File: src/rtl/trap_ctrl_if.sv
// Fetch redirect handshake: the trap sequencer requests a new PC, fetch acknowledges with ready.
interface trap_ctrl_if;
    logic        REDIRECT_VALID_SM;
    logic [31:0] REDIRECT_PC_SM;
    logic        REDIRECT_READY_SI;

    modport master (
        output REDIRECT_VALID_SM,
        output REDIRECT_PC_SM,
        input  REDIRECT_READY_SI
    );

    modport slave (
        input  REDIRECT_VALID_SM,
        input  REDIRECT_PC_SM,
        output REDIRECT_READY_SI
    );
endinterface

File: src/rtl/trap_ctrl.sv
// Trap sequencer beside M: takes irq/sync exception/MRET, writes CSR trap data and redirects fetch.
// Strobe and redirect one cycle after detect; M stays stalled and F/D/E flushed until fetch accepts.
module trap_ctrl #(
    parameter bit VECTORED_EN     = 1'b1,
    parameter bit MTVAL_ILL_INSTR = 1'b1
) (
    input  logic        clk,
    input  logic        reset_n,

    input  logic        VALID_SM,
    input  logic [31:0] PC_SM,
    input  logic [31:0] INSTR_SM,
    input  logic [31:0] BADADR_SM,
    input  logic        EXC_IMIS_SM,
    input  logic        EXC_ILL_SM,
    input  logic        EXC_EBRK_SM,
    input  logic        EXC_ECALL_SM,
    input  logic        EXC_LMIS_SM,
    input  logic        EXC_SMIS_SM,
    input  logic        MRET_SM,

    input  logic        MEIP_I,
    input  logic        MTIP_I,
    input  logic        MSIP_I,

    input  logic [31:0] MSTATUS_RC,
    input  logic [31:0] MIE_VALUE_RC,
    input  logic [31:0] MTVEC_VALUE_RC,
    input  logic [31:0] MEPC_SC,

    input  logic        CSR_ENABLE_SM,
    input  logic [11:0] CSR_WADR_SM,
    input  logic [31:0] CSR_WDATA_SM,

    output logic        KILL_SM,
    output logic        EXCEPTION_SM,
    output logic [31:0] MSTATUS_WDATA_SM,
    output logic [31:0] MIP_WDATA_SM,
    output logic [31:0] MEPC_WDATA_SM,
    output logic [31:0] MCAUSE_WDATA_SM,
    output logic [31:0] MTVAL_WDATA_SM,
    output logic        FLUSH_SM,
    output logic        BUSY_SM,

    trap_ctrl_if.master redir
);

    localparam logic [11:0] CSR_MTVAL = 12'h343;

    typedef enum logic [1:0] {
        S_IDLE   = 2'd0,
        S_COMMIT = 2'd1,
        S_WAIT   = 2'd2
    } state_t;

    state_t      r_state;
    state_t      w_state_nxt;

    logic        r_strobe;
    logic [31:0] r_mstatus;
    logic [31:0] r_mip;
    logic [31:0] r_mepc;
    logic [31:0] r_mcause;
    logic [31:0] r_mtval;
    logic [31:0] r_redir_pc;
    logic [31:0] r_shadow;

    logic [31:0] w_pend;
    logic [31:0] w_irq_act;
    logic        w_irq;
    logic        w_exc;
    logic        w_idle;
    logic        w_take;
    logic [4:0]  w_irq_code;
    logic [31:0] w_cause;
    logic [31:0] w_mtval;
    logic [31:0] w_mst_trap;
    logic [31:0] w_mst_mret;
    logic [31:0] w_vec_base;
    logic [31:0] w_target;
    logic        w_redir_vld;
    logic        w_busy;

    // Pending lines sit at their mip bit positions so they can be masked by mie directly.
    assign w_pend    = {20'd0, MEIP_I, 3'd0, MTIP_I, 3'd0, MSIP_I, 3'd0};
    assign w_irq_act = w_pend & MIE_VALUE_RC;
    assign w_irq     = MSTATUS_RC[3] & (|w_irq_act);
    assign w_exc     = EXC_IMIS_SM | EXC_ILL_SM | EXC_EBRK_SM |
                       EXC_ECALL_SM | EXC_LMIS_SM | EXC_SMIS_SM;
    assign w_idle    = (r_state == S_IDLE);
    assign w_take    = w_idle & VALID_SM & (w_irq | w_exc | MRET_SM);

    always_comb begin
        w_irq_code = 5'd7;
        if (w_irq_act[11]) begin
            w_irq_code = 5'd11;
        end else if (w_irq_act[3]) begin
            w_irq_code = 5'd3;
        end

        w_cause = 32'd0;
        w_mtval = 32'd0;
        if (w_irq) begin
            w_cause = {1'b1, 26'd0, w_irq_code};
        end else if (EXC_IMIS_SM) begin
            w_cause = 32'd0;
            w_mtval = BADADR_SM;
        end else if (EXC_ILL_SM) begin
            w_cause = 32'd2;
            w_mtval = MTVAL_ILL_INSTR ? INSTR_SM : 32'd0;
        end else if (EXC_EBRK_SM) begin
            w_cause = 32'd3;
            w_mtval = PC_SM;
        end else if (EXC_ECALL_SM) begin
            w_cause = 32'd11;
        end else if (EXC_LMIS_SM) begin
            w_cause = 32'd4;
            w_mtval = BADADR_SM;
        end else if (EXC_SMIS_SM) begin
            w_cause = 32'd6;
            w_mtval = BADADR_SM;
        end
    end

    always_comb begin
        w_mst_trap         = MSTATUS_RC;
        w_mst_trap[7]      = MSTATUS_RC[3];
        w_mst_trap[3]      = 1'b0;
        w_mst_trap[12:11]  = 2'b11;

        w_mst_mret         = MSTATUS_RC;
        w_mst_mret[3]      = MSTATUS_RC[7];
        w_mst_mret[7]      = 1'b1;
        w_mst_mret[12:11]  = 2'b11;
    end

    // Only interrupts use the vectored offset; sync exceptions always go to the base.
    always_comb begin
        w_vec_base = {MTVEC_VALUE_RC[31:2], 2'b00};
        w_target   = MEPC_SC;
        if (w_irq || w_exc) begin
            w_target = w_vec_base;
            if (VECTORED_EN && w_irq && (MTVEC_VALUE_RC[1:0] == 2'b01)) begin
                w_target = w_vec_base + {w_cause[29:0], 2'b00};
            end
        end
    end

    always_ff @(posedge clk or negedge reset_n) begin
        if (!reset_n) begin
            r_state <= S_IDLE;
        end else begin
            r_state <= w_state_nxt;
        end
    end

    always_comb begin
        w_state_nxt = r_state;
        w_redir_vld = 1'b0;
        w_busy      = 1'b0;
        case (r_state)
            S_IDLE: begin
                if (w_take) begin
                    w_state_nxt = S_COMMIT;
                end
            end
            S_COMMIT: begin
                w_redir_vld = 1'b1;
                w_busy      = 1'b1;
                w_state_nxt = redir.REDIRECT_READY_SI ? S_IDLE : S_WAIT;
            end
            S_WAIT: begin
                w_redir_vld = 1'b1;
                w_busy      = 1'b1;
                if (redir.REDIRECT_READY_SI) begin
                    w_state_nxt = S_IDLE;
                end
            end
            default: begin
                w_state_nxt = S_IDLE;
            end
        endcase
    end

    // Everything the commit cycle needs is captured at detect, so later input changes cannot leak in.
    always_ff @(posedge clk or negedge reset_n) begin
        if (!reset_n) begin
            r_strobe   <= 1'b0;
            r_mstatus  <= 32'd0;
            r_mip      <= 32'd0;
            r_mepc     <= 32'd0;
            r_mcause   <= 32'd0;
            r_mtval    <= 32'd0;
            r_redir_pc <= 32'd0;
        end else begin
            r_strobe <= w_take;
            if (w_take) begin
                r_mip      <= w_pend;
                r_redir_pc <= w_target;
                if (w_irq || w_exc) begin
                    r_mstatus <= w_mst_trap;
                    r_mepc    <= PC_SM;
                    r_mcause  <= w_cause;
                    r_mtval   <= w_mtval;
                end else begin
                    r_mstatus <= w_mst_mret;
                    r_mepc    <= MEPC_SC;
                    r_mtval   <= r_shadow;
                end
            end
        end
    end

    // Shadow of mtval so MRET can rewrite it unchanged without a read port.
    always_ff @(posedge clk or negedge reset_n) begin
        if (!reset_n) begin
            r_shadow <= 32'd0;
        end else if (r_strobe) begin
            r_shadow <= r_mtval;
        end else if (w_idle && !w_take && CSR_ENABLE_SM && (CSR_WADR_SM == CSR_MTVAL)) begin
            r_shadow <= CSR_WDATA_SM;
        end
    end

    assign KILL_SM                 = w_take;
    assign EXCEPTION_SM            = r_strobe;
    assign MSTATUS_WDATA_SM        = r_mstatus;
    assign MIP_WDATA_SM            = r_mip;
    assign MEPC_WDATA_SM           = r_mepc;
    assign MCAUSE_WDATA_SM         = r_mcause;
    assign MTVAL_WDATA_SM          = r_mtval;
    assign FLUSH_SM                = w_busy;
    assign BUSY_SM                 = w_busy;
    assign redir.REDIRECT_VALID_SM = w_redir_vld;
    assign redir.REDIRECT_PC_SM    = r_redir_pc;

endmodule
File: src/flat_wrapper.sv
// flat-port wrapper written by rule: the top's interface ports become plain ports
module trap_ctrl_flat 
#(
    parameter bit VECTORED_EN     = 1'b1,
    parameter bit MTVAL_ILL_INSTR = 1'b1
)
  (clk, reset_n, VALID_SM, PC_SM, INSTR_SM, BADADR_SM, EXC_IMIS_SM, EXC_ILL_SM, EXC_EBRK_SM, EXC_ECALL_SM, EXC_LMIS_SM, EXC_SMIS_SM, MRET_SM, MEIP_I, MTIP_I, MSIP_I, MSTATUS_RC, MIE_VALUE_RC, MTVEC_VALUE_RC, MEPC_SC, CSR_ENABLE_SM, CSR_WADR_SM, CSR_WDATA_SM, KILL_SM, EXCEPTION_SM, MSTATUS_WDATA_SM, MIP_WDATA_SM, MEPC_WDATA_SM, MCAUSE_WDATA_SM, MTVAL_WDATA_SM, FLUSH_SM, BUSY_SM, redir_REDIRECT_VALID_SM, redir_REDIRECT_PC_SM, redir_REDIRECT_READY_SI);
  trap_ctrl_if redir_i ();
  input  logic clk;
  input  logic reset_n;
  input  logic VALID_SM;
  input  logic [31:0] PC_SM;
  input  logic [31:0] INSTR_SM;
  input  logic [31:0] BADADR_SM;
  input  logic EXC_IMIS_SM;
  input  logic EXC_ILL_SM;
  input  logic EXC_EBRK_SM;
  input  logic EXC_ECALL_SM;
  input  logic EXC_LMIS_SM;
  input  logic EXC_SMIS_SM;
  input  logic MRET_SM;
  input  logic MEIP_I;
  input  logic MTIP_I;
  input  logic MSIP_I;
  input  logic [31:0] MSTATUS_RC;
  input  logic [31:0] MIE_VALUE_RC;
  input  logic [31:0] MTVEC_VALUE_RC;
  input  logic [31:0] MEPC_SC;
  input  logic CSR_ENABLE_SM;
  input  logic [11:0] CSR_WADR_SM;
  input  logic [31:0] CSR_WDATA_SM;
  output logic KILL_SM;
  output logic EXCEPTION_SM;
  output logic [31:0] MSTATUS_WDATA_SM;
  output logic [31:0] MIP_WDATA_SM;
  output logic [31:0] MEPC_WDATA_SM;
  output logic [31:0] MCAUSE_WDATA_SM;
  output logic [31:0] MTVAL_WDATA_SM;
  output logic FLUSH_SM;
  output logic BUSY_SM;
  output wire logic [$bits(redir_i.REDIRECT_VALID_SM)-1:0] redir_REDIRECT_VALID_SM;
  output wire logic [$bits(redir_i.REDIRECT_PC_SM)-1:0] redir_REDIRECT_PC_SM;
  input wire logic [$bits(redir_i.REDIRECT_READY_SI)-1:0] redir_REDIRECT_READY_SI;
  assign redir_REDIRECT_VALID_SM = redir_i.REDIRECT_VALID_SM;
  assign redir_REDIRECT_PC_SM = redir_i.REDIRECT_PC_SM;
  assign redir_i.REDIRECT_READY_SI = redir_REDIRECT_READY_SI;
  trap_ctrl #(.VECTORED_EN(VECTORED_EN), .MTVAL_ILL_INSTR(MTVAL_ILL_INSTR)) u_core (.clk(clk), .reset_n(reset_n), .VALID_SM(VALID_SM), .PC_SM(PC_SM), .INSTR_SM(INSTR_SM), .BADADR_SM(BADADR_SM), .EXC_IMIS_SM(EXC_IMIS_SM), .EXC_ILL_SM(EXC_ILL_SM), .EXC_EBRK_SM(EXC_EBRK_SM), .EXC_ECALL_SM(EXC_ECALL_SM), .EXC_LMIS_SM(EXC_LMIS_SM), .EXC_SMIS_SM(EXC_SMIS_SM), .MRET_SM(MRET_SM), .MEIP_I(MEIP_I), .MTIP_I(MTIP_I), .MSIP_I(MSIP_I), .MSTATUS_RC(MSTATUS_RC), .MIE_VALUE_RC(MIE_VALUE_RC), .MTVEC_VALUE_RC(MTVEC_VALUE_RC), .MEPC_SC(MEPC_SC), .CSR_ENABLE_SM(CSR_ENABLE_SM), .CSR_WADR_SM(CSR_WADR_SM), .CSR_WDATA_SM(CSR_WDATA_SM), .KILL_SM(KILL_SM), .EXCEPTION_SM(EXCEPTION_SM), .MSTATUS_WDATA_SM(MSTATUS_WDATA_SM), .MIP_WDATA_SM(MIP_WDATA_SM), .MEPC_WDATA_SM(MEPC_WDATA_SM), .MCAUSE_WDATA_SM(MCAUSE_WDATA_SM), .MTVAL_WDATA_SM(MTVAL_WDATA_SM), .FLUSH_SM(FLUSH_SM), .BUSY_SM(BUSY_SM), .redir(redir_i));
endmodule
File: config.mk
export PLATFORM = sky130hd
export DESIGN_NAME = trap_ctrl_flat
export DESIGN_NICKNAME = d
export VERILOG_FILES = /design/src/rtl/trap_ctrl_if.sv /design/src/rtl/trap_ctrl.sv /design/src/flat_wrapper.sv
export SDC_FILE = /design/constraint.sdc
export NUM_CORES = 1
export LEC_CHECK = 0
export ABC_AREA = 1
export CAP_MARGIN = 0
export CORE_AREA = 5 5 185 187
export CTS_CLUSTER_DIAMETER = 100
export DETAILED_ROUTE_END_ITERATION = 10
export DIE_AREA = 0 0 190 192
export SLEW_MARGIN = 40
export SYNTH_ARGS = -nofsm -noshare
export SYNTH_HDL_FRONTEND = slang
export SYNTH_SLANG_ARGS = --single-unit
File: constraint.sdc
create_clock -name clk -period 2.2 [get_ports clk]
set_input_delay 0.44 -clock clk [delete_from_list [all_inputs] [get_ports clk]]
set_output_delay 0.44 -clock clk [all_outputs]
set_load 0.02 [all_outputs]
==> results of run 1 <==
-- through the flow --
step | hold WS (ps) | cell area, um2 | instances
3_3_place_gp | 425.5 | 14950 | 2280
2_1_floorplan | 144.4 | 10270 | 1461
5_1_grt | 225.9 | 15820 | 2322
6_report | 242.7 | 15820 | 2323
4_1_cts | 371.3 | 15740 | 2319
3_5_place_dp | 432.1 | 14950 | 2280
-- per-layer routing --
layer  vias to the layer above  part of all wire (%)  routed length [um]  global-route usage [%]
met1                      5114                    40               18130                   28.99
met3                        54                   8.0                3601                   6.198
met2                       467                    49               22160                   41.55
met4                         0                   2.9                1300                   7.819
li1                       5290                     -                   -                       -
met5                         -                     0                   0                       0
-- critical path, stage by stage --
cell and delay [ps]:
clkdlybuf4s15_1 200, nand2_2 100, nand3_4 90, nand2_4 130, nand4_1 180, o21ai_4 140
ha_4 250, nand2_1 60, nand2_1 90, buf_4 160, o21a_1 230, nand2_1 70
nand2_1 40, nand2_1 50, nand2_1 50, nand2_1 50, nand3_1 80, nand2_1 90
-- final cells by class --
| cell class | instances | area (um2) | area share [%] |
|---|---|---|---|
| multi-input cells | 1078 | 5072 | 32.06 |
| diodes | 1 | 2.502 | 0.01582 |
| well taps | 442 | 553.0 | 3.495 |
| inverters | 81 | 307.8 | 1.945 |
| flip-flops and latches | 170 | 4254 | 26.89 |
| clock inverters | 15 | 203.9 | 1.289 |
| repair buffers | 519 | 5004 | 31.62 |
| clock buffers | 17 | 425.4 | 2.689 |
-- flip-flops by register name, summed over array words and instances, names as in the netlist --
name,cells
u_core.r_shadow,32
u_core.MIP_WDATA_SM,3
u_core.MSTATUS_WDATA_SM,31
u_core.MTVAL_WDATA_SM,32
u_core.MEPC_WDATA_SM,32
u_core.EXCEPTION_SM,1
u_core.redir.REDIRECT_PC_SM,32
u_core.r_state,2
u_core.MCAUSE_WDATA_SM,5
-- cell families after synthesis --
kind of cell | share of synthesized area, %
buf+inv | 11.57
fa+ha+maj | 1.078
xor+xnor | 0.5265
compound gates | 11.61
simple gates | 32.57
flops | 42.61
other cells | 0.03756
-- power by group --
group	total, uW	internal (uW)	switching, uW
sequential	5570	4580	992
clock	3230	1660	1580
combinational	8860	3900	4950
-- how the worst max path moves through the flow --
| stage | start | to | slack [ps] | depth (start not counted) |
|---|---|---|---|---|
| detailed placement | EXC_SMIS_SM | u_core.redir.REDIRECT_PC_SM[31] | -870 | 17 |
| finish | MIE_VALUE_RC[7] | u_core.redir.REDIRECT_PC_SM[26] | 70 | 18 |
| CTS | MSIP_I | u_core.redir.REDIRECT_PC_SM[10] | 0.1 | 16 |
| floorplan | EXC_ILL_SM | u_core.redir.REDIRECT_PC_SM[22] | -40 | 15 |
| global route | MIE_VALUE_RC[7] | u_core.redir.REDIRECT_PC_SM[26] | -20 | 18 |
| global placement | EXC_SMIS_SM | u_core.redir.REDIRECT_PC_SM[29] | -830 | 16 |
-- cell usage after synthesis (all sizes together), types with 4 or more instances --
library cell,instances
inv,80
nand4,8
o21ai,104
o21bai,4
buf,108
nand3,88
clkbuf,24
o211ai,18
nor2,74
nand2,625
a21oi,40
dfrtp,170
ha,7
nand3b,5
a22oi,32
-- what timing repair did --
action / in CTS / in global routing
hold endpoints to repair: 42 / 0
setup buffers: 6 / 3
endpoints found under the setup margin: 38 / 27
hold buffers: 1 / 0
gates resized for setup: 50 / 39
pin swaps: 22 / 19
-- layout by cell type, fill, tap and decap left out, types with 4 or more instances in the layout --
cell             count
nand3_1             76
a22oi_1             32
buf_12              14
clkinv_8             6
nand2_2             14
nand3b_1             5
clkbuf_16           17
nand3_2              9
buf_4              112
nand4_1              8
dlygate4sd2_1        4
inv_1               69
a21oi_1             37
nand2_4              6
nand2_1            604
clkdlybuf4s50_1    374
inv_2                9
dfrtp_1            170
conb_1              56
o211ai_1            18
nor2_1              62
nor2_4               9
clkbuf_2             8
ha_1                 4
o21ai_0             98
==> flow_metrics.tcl, run 1 <==
set metrics [dict create \
    synth_area_leaders "dfrtp_1, nand2_1, buf_4" \
    nNetsFinal 2158 \
    cap_violations 0 \
    numCtsBuffers 17 \
    synth_top_area_cell "dfrtp_1" \
    vias_per_cell 4.703 \
    post-place-ws_ps -873.4 \
    route.detailed.drc 0 \
    antenna_found_initial 2 \
    io_buffers 392 \
    ys_warn_count 0 \
    p_leak_uw 0.007531 \
    crit_path_end_kind "register" \
    arrival_ps 2500 \
    synth-seq-cells 170 \
    clkTransAtPathRegs_ps 80 \
    antenna_left 0 \
    tritoncts "yes" \
    synth_top_cell_area_share_pct 42.61 \
    fin_crit_ps 2133 \
    critPathRequiredTime_ps 2560 \
    initial_core_util_pct 30.92 \
    die_y_um 192 \
    outcome "finished, final reports clean" \
    wirelength_um 45200 \
    ys.flop_type "dfrtp_1" \
    grt_max_degree 61 \
    synth_area_per_cell_um2 7.101 \
    cts_sinks 170 \
    grt_first_pass_wirelength_um 67050 \
    powerDensity_nw_per_um2 1116 \
    ctsHtreeMaxLevel 4 \
    cts_buffer_depth 2 \
    finalPower_uw 17660 \
    hold_violations 0 \
    grt_overflow 0 \
    regToRegSetupSlack_ps 190 \
    fin_util_pct 49.00 \
    core_area_um2 32290 \
    first_iter_violations 611 \
    hold_path.startpoint "MEIP_I" \
    finalClockSkew_ps 16.60 \
    vias 10930 \
    hold_class "in2reg" \
    synth.distinct_cells 39 \
    drive_gt1_share_pct 12.77 \
    root_buffer "clkbuf_16" \
    fillers 3207 \
    area_growth_pct 58.49 \
    grt_usage_pct 23.92 \
    clk_latency_ps 430 \
    fin_setup_tns_ps 0 \
    setup_ws_ps 66.58 \
    netlist_instances 1406 \
    synth_edf_count 0 \
    holdPathStages 3 \
    worst-path-max-fanout 6 \
    synth-seq-area-share_pct 42.61 \
    worst_setup_path_start_kind "input port" \
    grt_pass1_vias 11110 \
    die_area_um2 36480 \
    gp_congestion 0.9055 \
    reg2reg_to "u_core.MEPC_WDATA_SM[17]" \
    row_count 66 \
    ioPinCount 480 \
    slew_viol_final 0 \
    r2r_cells 10 \
    min_to "u_core.MIP_WDATA_SM[11]" \
    die_w_um 190 \
    timing.final.crit_share_pct 96.97 \
    worst_ir_drop_vdd_uv 624.5 \
    setup_viol 0 \
    critical_path_class "in2reg" \
    ys_async_sr_fraction_pct 100.0 \
    drt-pass1-iter-count 5 \
    dp_hpwl_um 34790 \
    avgRoutedWirePerCell_um 19.46 \
    synth_area_um2 9983 \
    timing.rr.start "u_core.r_state[0]" \
    clock.fmax_mhz 468.7 \
]
No activity file was read; power rests on OpenSTA's default activity.
==> inputs of run 2 (changes only) <==
--- a/config.mk
+++ b/config.mk
@@ -5,12 +5,11 @@
 export SDC_FILE = /design/constraint.sdc
 export NUM_CORES = 1
 export LEC_CHECK = 0
-export ABC_AREA = 1
 export CAP_MARGIN = 0
-export CORE_AREA = 5 5 185 187
+export CORE_AREA = 5 5 182 184
 export CTS_CLUSTER_DIAMETER = 100
 export DETAILED_ROUTE_END_ITERATION = 10
-export DIE_AREA = 0 0 190 192
+export DIE_AREA = 0 0 187 189
 export SLEW_MARGIN = 40
 export SYNTH_ARGS = -nofsm -noshare
 export SYNTH_HDL_FRONTEND = slang
==> flow_metrics.tcl, run 2 <==
set metrics [dict create \
    outcome "complete, but fails checks" \
    violations "setup timing" \
    finalPower_uw 17630 \
    synth_most_common_cell "dfrtp_1" \
    p_seq_share_pct 31.4 \
    netlist_instances 1009 \
    critical_path_class "in2reg" \
    io_buffers 392 \
    setup_ws_ps -23.35 \
    die_w_um 187 \
    crit_path_end_kind "register" \
    slew_viol_final 0 \
    fin_util_pct 49.23 \
    yosys-top-cells-count "dfrtp_1, nand2_1, nor2_1" \
    clkPwrFrac_pct 17.3 \
    grt_usage_pct 21.74 \
    regArea_um2 4254 \
    placed_cell_area_um2 14230 \
    setup_viol 15 \
    worst_setup_path_start_kind "input port" \
    route.detailed.drc 0 \
    crit_family "buffers and inverters" \
    arrival_ps 2520 \
    cp_num_buf_inv 3 \
    synth.distinct_cells 47 \
    finalClockSkew_ps 13.13 \
    synth-seq-cells 170 \
    fillers 2879 \
    worst-path-max-fanout 8 \
    tritoncts "yes" \
    fin_crit_ps 2223 \
    critical_path.cell_chain "clkdlybuf4s50_1 > nand4b_1 > nor4b_2 > buf_4 > nand4_4 > clkbuf_16 > mux2_4 > mux2_2" \
    grt_max_degree 102 \
    rsz0062_at_grt "yes" \
    cts_sinks 170 \
    synth-seq-area-share_pct 46.30 \
    synth_top_area_cell "dfrtp_1" \
    initial_core_util_pct 29.42 \
    postLayoutCellArea_um2 15370 \
    synth_area_um2 9189 \
    synth_top_cell_area_share_pct 46.30 \
    final_cell_mix "clkdlybuf4s50_1, dfrtp_1, nand2_1, buf_4" \
    gp_congestion 0.8849 \
    grt_overflow 0 \
    row_count 65 \
    cp-startpoint "CSR_WADR_SM[7]" \
    worst_ir_drop_vdd_uv 586.6 \
    hold_class "in2async" \
    clk_latency_ps 420 \
    p_int_uw 10690 \
    p_sw_uw 6943 \
    core_area_um2 31230 \
    multi_input_comb_area_um2 4815 \
    ys_warn_count 0 \
    place_inst 1840 \
    grt_pass1_vias 9439 \
    hold_violations 0 \
    timing.rr.start "u_core.r_state[0]" \
    crit_cells 8 \
    ys_async_sr_fraction_pct 100.0 \
    numCtsBuffers 17 \
    antenna_left 0 \
    timing.final.crit_share_pct 101.1 \
    clock.fmax_mhz 449.8 \
    synth_area_leaders "dfrtp_1, nand2_1, a21oi_1" \
    clkTransAtPathRegs_ps 70 \
    r2r_cells 10 \
    die_y_um 189 \
    combinationalPowerShare_pct 51.3 \
    cts_buffer_depth 2 \
    synth_edf_count 0 \
    dp_hpwl_um 30680 \
    area_growth_pct 67.32 \
    grt_first_pass_wirelength_um 59510 \
    critPathRequiredTime_ps 2500 \
    wirelength_um 41030 \
    synth_area_per_cell_um2 9.107 \
    drive_gt1_share_pct 19.20 \
    avgRoutedWirePerCell_um 21.74 \
    vias 9255 \
    whs_ps 9.429 \
    timing.slew.headroom_pct 62.86 \
    root_buffer "clkbuf_16" \
    nNetsFinal 1764 \
    die_area_um2 35340 \
    p_leak_uw 0.006737 \
    slowest_delay_ps 410 \
    ctsHtreeMaxLevel 4 \
    critPathSlowestCell "clkdlybuf4s50_1" \
    powerDensity_nw_per_um2 1147 \
    antenna_found_initial 1 \
    final_common_cell "clkdlybuf4s50_1" \
    ys.flop_type "dfrtp_1" \
    tightest_slew_ps 557.1 \
    cap_violations 0 \
    stdcell_count 1887 \
    drt-pass1-iter-count 6 \
    p_sw_share_pct 39.37 \
    ioPinCount 480 \
    first_iter_violations 602 \
    vias_per_cell 4.905 \
]
==> run 2: cell count changes after synthesis, moves of 15 or more <==
| cell | change |
|---|---|
| mux2_2 | +38 |
| o21ai_0 | -50 |
| buf_4 | -17 |
| nor2_1 | +31 |
| clkbuf_1 | +33 |
| inv_1 | -63 |
| o22ai_1 | +48 |
| mux2_1 | +30 |
| nand3_1 | -64 |
| a21oi_1 | +51 |
| buf_2 | -15 |
| nand2_1 | -471 |
| a22o_1 | +34 |
==> run 2: timing repair <==
action / CTS / global route
cloned: 1 / 3
hold buffers: 0 / 0
buffers inserted: 12 / 1
gates resized for setup: 81 / 86
pin swaps: 21 / 25
endpoints found under the setup margin: 166 / 69
==> run 2: layout make-up <==
| type | instances | share of cell area (%) |
|---|---|---|
| inverter | 15 | 0.3825 |
| multi-input combinational | 751 | 31.32 |
| tap | 402 | 3.271 |
| antenna | 1 | 0.01628 |
| timing repair buffer | 518 | 33.64 |
| sequential | 170 | 27.67 |
| clock buffer | 18 | 2.791 |
| clock inverter | 12 | 0.9115 |
==> run 2: worst paths after layout <==
path / to / slack (ps)
setup / recovery: u_core.r_shadow[21] / -20
hold reg to reg: u_core.MSTATUS_WDATA_SM[3] / 470
min in group clk: u_core.MIP_WDATA_SM[3] / 230
hold / removal: u_core.MSTATUS_WDATA_SM[25] / 9
setup reg to reg: u_core.redir.REDIRECT_PC_SM[18] / 90
max in group asynchronous: u_core.MSTATUS_WDATA_SM[7] / 1500
==> run 2: worst register-to-register path, delay by kind of cell, from the launching register on <==
family / cells / cell delay, ps
AO/OA/AOI/OAI: 3 / 460
adder cells (fa/ha/maj): 1 / 190
buffers and inverters: 5 / 740
flip-flops: 1 / 400
AND/OR/NAND/NOR: 1 / 190
==> run 2: per-stage QoR <==
stage | TNS, ps | setup slack [ps]
CTS | -99.48 | -99.48
floorplan | -5274 | -290.9
global placement | -114480 | -971.7
detailed placement | -114670 | -1024
finish | -152.4 | -23.35
global route | -2132 | -81.26
==> run 2: layer usage <==
layer  part of all wire [%]  vias to the layer above  GRT usage [%]
li1                       -                     4361              -
met1                     45                     4527          30.19
met2                     48                      337          35.33
met3                    5.3                       30          4.406
met4                    1.5                        0          4.778
met5                      0                        -              0
==> run 2: cell families (layout without fill, tap and decap cells) <==
| logic type | count (synthesis) | in the layout | synth area share (%) |
|---|---|---|---|
| flip-flops | 170 | 170 | 46.30 |
| buffers and inverters | 143 | 563 | 8.320 |
| multiplexers | 71 | 71 | 8.660 |
| other | 1 | 57 | 0.04081 |
| XOR/XNOR | 28 | 28 | 2.669 |
| AND/OR/NAND/NOR | 315 | 315 | 14.53 |
| adder cells (fa/ha/maj) | 8 | 8 | 1.171 |
| AO/OA/AOI/OAI | 273 | 273 | 18.31 |
==> run 2: power groups by stage <==
stage / sequential [uW] / clock [uW] / combinational [uW]
2_1_floorplan: 6790 / 0 / 2970
3_3_place_gp: 5500 / 0 / 8560
3_5_place_dp: 5540 / 0 / 8660
4_1_cts: 5500 / 3140 / 8800
5_1_grt: 5700 / 3250 / 9680
6_report: 5530 / 3050 / 9050
